## src/rtl/serial_subtractor_pkg.sv

```systemverilog
// Shared arithmetic definitions for the serial subtractor: FSM state type and width defaults.
package serial_subtractor_pkg;

  localparam int unsigned STATE_W       = 2;
  localparam int unsigned SUB_W_DEFAULT = 4;

  typedef enum logic [STATE_W-1:0] {
    IDLE  = 2'd0,
    SHIFT = 2'd1,
    DONE  = 2'd2
  } state_t;

endpackage

```

## src/rtl/full_subtractor.sv

```systemverilog
// One-bit full subtractor cell: d = x - y - bin, bn is the borrow out.
module full_subtractor (
  input  logic x,
  input  logic y,
  input  logic bin,
  output logic d,
  output logic bn
);

  assign d  = x ^ y ^ bin;
  assign bn = (~x & y) | (~(x ^ y) & bin);

endmodule

```

## src/rtl/serial_subtractor.sv

```systemverilog
// Bit-serial W-bit subtractor (diff = a - b, LSB first) with start/busy/done handshake.
// Define SERIAL_SUB_OVERFLOW_EN to add the registered signed-overflow output ovf.
module serial_subtractor
  import serial_subtractor_pkg::*;
#(
  parameter int unsigned W = SUB_W_DEFAULT
) (
  input  logic         clk,
  input  logic         rst_n,
  input  logic         start,
  input  logic [W-1:0] a,
  input  logic [W-1:0] b,
  output logic         busy,
  output logic         done,
  output logic [W-1:0] diff,
`ifdef SERIAL_SUB_OVERFLOW_EN
  output logic         ovf,
`endif
  output logic         bout
);

  localparam int unsigned       CNT_W = $clog2(W);
  localparam logic [CNT_W-1:0] LAST  = CNT_W'(W - 1);

  state_t           r_state;
  logic [W-1:0]     r_ra;
  logic [W-1:0]     r_rb;
  logic [W-1:0]     r_diff;
  logic [CNT_W-1:0] r_cnt;
  logic             r_br;
  logic             r_bout;
  logic             r_busy;
  logic             r_done;
  logic             w_d;
  logic             w_bn;

  full_subtractor u_fs (
    .x   (r_ra[0]),
    .y   (r_rb[0]),
    .bin (r_br),
    .d   (w_d),
    .bn  (w_bn)
  );

`ifdef SERIAL_SUB_OVERFLOW_EN
  logic r_ovf;
  assign ovf = r_ovf;
`endif

  always_ff @(posedge clk or negedge rst_n) begin
    if (!rst_n) begin
      r_state <= IDLE;
      r_ra    <= '0;
      r_rb    <= '0;
      r_diff  <= '0;
      r_cnt   <= '0;
      r_br    <= 1'b0;
      r_bout  <= 1'b0;
      r_busy  <= 1'b0;
      r_done  <= 1'b0;
`ifdef SERIAL_SUB_OVERFLOW_EN
      r_ovf   <= 1'b0;
`endif
    end else begin
      r_done <= 1'b0;
      unique case (r_state)
        IDLE: begin
          if (start) begin
            r_ra    <= a;
            r_rb    <= b;
            r_br    <= 1'b0;
            r_cnt   <= '0;
            r_diff  <= '0;
            r_busy  <= 1'b1;
            r_state <= SHIFT;
          end
        end
        SHIFT: begin
          r_diff <= {w_d, r_diff[W-1:1]};
          r_ra   <= r_ra >> 1;
          r_rb   <= r_rb >> 1;
          r_br   <= w_bn;
          if (r_cnt == LAST) begin
            r_bout  <= w_bn;
`ifdef SERIAL_SUB_OVERFLOW_EN
            // On the final bit ra[0]/rb[0] hold the captured operand MSBs and w_d is the result MSB.
            r_ovf   <= (r_ra[0] != r_rb[0]) && (w_d != r_ra[0]);
`endif
            r_done  <= 1'b1;
            r_state <= DONE;
          end else begin
            r_cnt <= r_cnt + CNT_W'(1);
          end
        end
        DONE: begin
          r_busy  <= 1'b0;
          r_state <= IDLE;
        end
        default: r_state <= IDLE;
      endcase
    end
  end

  assign busy = r_busy;
  assign done = r_done;
  assign diff = r_diff;
  assign bout = r_bout;

endmodule

```

## config.mk

```make
export PLATFORM = sky130hd
export DESIGN_NAME = serial_subtractor
export DESIGN_NICKNAME = d
export VERILOG_FILES = /design/src/rtl/serial_subtractor_pkg.sv /design/src/rtl/full_subtractor.sv /design/src/rtl/serial_subtractor.sv
export SDC_FILE = /design/constraint.sdc
export NUM_CORES = 1
export LEC_CHECK = 0
export CORE_ASPECT_RATIO = 1.5
export CORE_UTILIZATION = 46
export CTS_CLUSTER_SIZE = 10
export DETAILED_ROUTE_END_ITERATION = 10
export MAX_ROUTING_LAYER = met4
export PLACE_DENSITY_LB_ADDON = 0.15
export RECOVER_POWER = 25
export SYNTH_ARGS = -nofsm -noshare
export SYNTH_HDL_FRONTEND = slang
export SYNTH_SLANG_ARGS = --single-unit
export TNS_END_PERCENT = 100
```

## constraint.sdc

```tcl
create_clock -name clk -period 1.5 [get_ports clk]
set_clock_uncertainty 0.2 [all_clocks]
set_input_delay 0.3 -clock clk [delete_from_list [all_inputs] [get_ports clk]]
set_output_delay 0.3 -clock clk [all_outputs]
set_load 0.05 [all_outputs]
```

==> flow_summary.toml <==
[status]
status = "finished clean"

[synth]
synthCells = 80
ys.flop_type = "dfrtp_1"
synth_area_leaders = "dfrtp_1 48%, nor4b_2 7.1%, a221oi_2 5.7%"
synth_seq_cells = 20
syn_nets = 93
synth_area_um2 = 1050
synth.most_common_cell = "dfrtp_1"
yosys-top-cells-count = "20 x dfrtp_1, 10 x inv_1, 5 x a22o_1, 5 x nor4b_2"
async_flop_share_pct = 100
yosysSeqAreaShare_pct = 47.6
avgSynthCellArea_um2 = 13.1
yosysTopAreaCell = "dfrtp_1"
synth_top_area_share_pct = 47.6
synth-edff-count = 0
yosys_warnings = 0
synth.distinct_cells = 26

[power]
power_w = 0.00319
max-vdd-ir-drop_mv = 1.25
leakagePower_nw = 0.630
power.density_nw_per_um2 = 2260

[floorplan]
initial_utilization_pct = 50.0
die_area_um2 = 2480
fp.dieH_um = 60.5
core_um2 = 2100
fp.dieW_um = 41.0
ios = 18
rows = 20

[layout]
antennaDiodeCount = 0
drive_above_1_share_pct = 38.5
fin_cells = 126
utilization_pct = 67.1
syn_to_final_growth_pct = 34.3
fin_nets = 118

[sta]
final-setup-viol-count = 0
worst_pin_slew_ns = 0.545
fin_crit_sh_pct = 95.9
fin_crit_ns = 1.44
rsz0062_at_grt = "false"
max_slew_margin_pct = 63.5
slew_violations = 0
holdWs_ns = 0.267
setup_ws_ns = 0.0610
fmax_mhz = 695
finalHoldViolations = 0

[setup_path]
worst_ep_arrival_time_ns = 1.44
criticalPathCategory = "reg2reg"
required_ns = 1.50
crit_fanout = 5
start_kind = "flip-flop"
cpMaxStageDelayCell = "dfrtp_1"
path_cells = "ha_2 > and3b_1 > mux2_4"
worstRegToRegCells = 3
crit_path_end_kind = "flip-flop"
path_delay_family = "flip-flops"
path_depth = 3
critPathBufInv = 0
critPathMaxStageDelay_ns = 0.40

[clock_tree]
clk_path_buf_depth = 2
cts_setup_buffers = 0
cts_htree_levels = 1
clkLatencyLatePin_ns = 0.31
ctsRootBufferMaster = "clkbuf_4"
cts.sinks = 20
cts_tree = "yes"
cts_inserted_buffers = 3
cts.clk_slew.worst_paths_ns = 0.12

[hold_path]
hold_path_class = "in2async"

[detailed_routing]
viasPerCell = 5.75
vias = 724
wl_per_cell_um = 14.9
drt_iter0_drc = 24
final_antenna_net_count = 0
first_pass_iters = 4
drt-total-wl_um = 1880
drc_errors = 0

[run]
drv_cap = 0

[place]
io_buffer_count = 17
place_ws_ns = -0.162
gp_congestion = 0.726
dp_hpwl_um = 1320
dp.cells = 122

[global_routing]
grt_max_degree = 21
grt_pass1_vias = 712
overflow = 0
grt_pass1_wl_um = 3190
antenna_found_initial = 0
grtUsageTotal_pct = 19.8
## final timing paths
path,start,endpoint,slack [ns]
max,r_cnt[1]$_DFFE_PN0P_,bout$_DFFE_PN0P_,0.06
min,rst_n,r_br$_DFFE_PN0P_,0.27
max reg2reg,r_cnt[1]$_DFFE_PN0P_,bout$_DFFE_PN0P_,0.06
min reg2reg,r_rb[3]$_DFFE_PN0P_,r_rb[3]$_DFFE_PN0P_,0.31
max in group asynchronous,rst_n,diff[3]$_DFFE_PN0P_,0.50
min in group clk,r_rb[3]$_DFFE_PN0P_,r_rb[3]$_DFFE_PN0P_,0.31
## logic make-up (layout without fill, tap and decap cells)
| family | after synthesis | after routing | synth area share (%) |
|---|---|---|---|
| DFF | 20 | 20 | 47.6 |
| adders and majority gates | 2 | 2 | 3.10 |
| and+or+nand+nor | 21 | 21 | 19.3 |
| AOI/OAI and AO/OA | 18 | 18 | 19.3 |
| muxes | 1 | 1 | 1.43 |
| buffers and inverters | 18 | 42 | 9.29 |
## power by group
part	leakage [nW]	internal, W	switching (W)
logic	0.355	0.000918	0.000864
clock network	0.0279	0.000270	0.000172
registers	0.247	0.000779	0.000184
## worst reg2reg max path, cell delays in order, from the launching register on
cell     delay, ns
dfrtp_1       0.40
ha_2          0.23
and3b_1       0.21
mux2_4        0.30
## sequential cells by signal, summed over array words and instances, names as in the netlist
name,cells
r_rb,4
busy,1
r_cnt,2
r_br,1
r_ra,4
done,1
diff,4
r_state,2
bout,1
## cell usage in the layout (no fill, tap or decap), drive strengths merged, types with 2 or more instances in the layout
master / netlist / routed
dfrtp: 20 / 20
buf: 7 / 16
inv: 11 / 11
clkdlybuf4s50: 0 / 9
nor4b: 7 / 7
a22o: 5 / 5
a221oi: 4 / 4
nor2b: 4 / 4
clkbuf: 0 / 4
and3b: 2 / 2
nand4bb: 2 / 2
nand2: 2 / 2
o311ai: 2 / 2
and3: 2 / 2
nor3b: 2 / 2
a211oi: 2 / 2
## per-stage QoR
step,instance area (um2),TNS (ns)
floorplan,1050,0
global placement,1350,-1.61
detailed placement,1350,-1.89
CTS,1410,0
global route,1410,0
finish,1410,0
## cell type report
class / count / area, um2
clock buffers: 3 / 22.5
inverters: 11 / 41.3
repair buffers: 27 / 325
multi-input cells: 42 / 464
fillers: 174 / 691
flip-flops and latches: 20 / 500
well taps: 22 / 27.5
clock inverters: 1 / 30.0
## layer usage
| layer | routed length [um] | track usage, % | share of wire (%) |
|---|---|---|---|
| met3 | 58 | 2.20 | 3.1 |
| met1 | 857 | 26.7 | 46 |
| met5 | 0 | - | 0 |
| met2 | 913 | 28.1 | 49 |
| met4 | 48 | 11.4 | 2.6 |
## repair_timing
item	in CTS	in global routing
resized for setup	1	2
pin swaps	0	0
hold buffers	0	0
setup endpoints to repair	9	3
(Power assumes the default switching activity.)
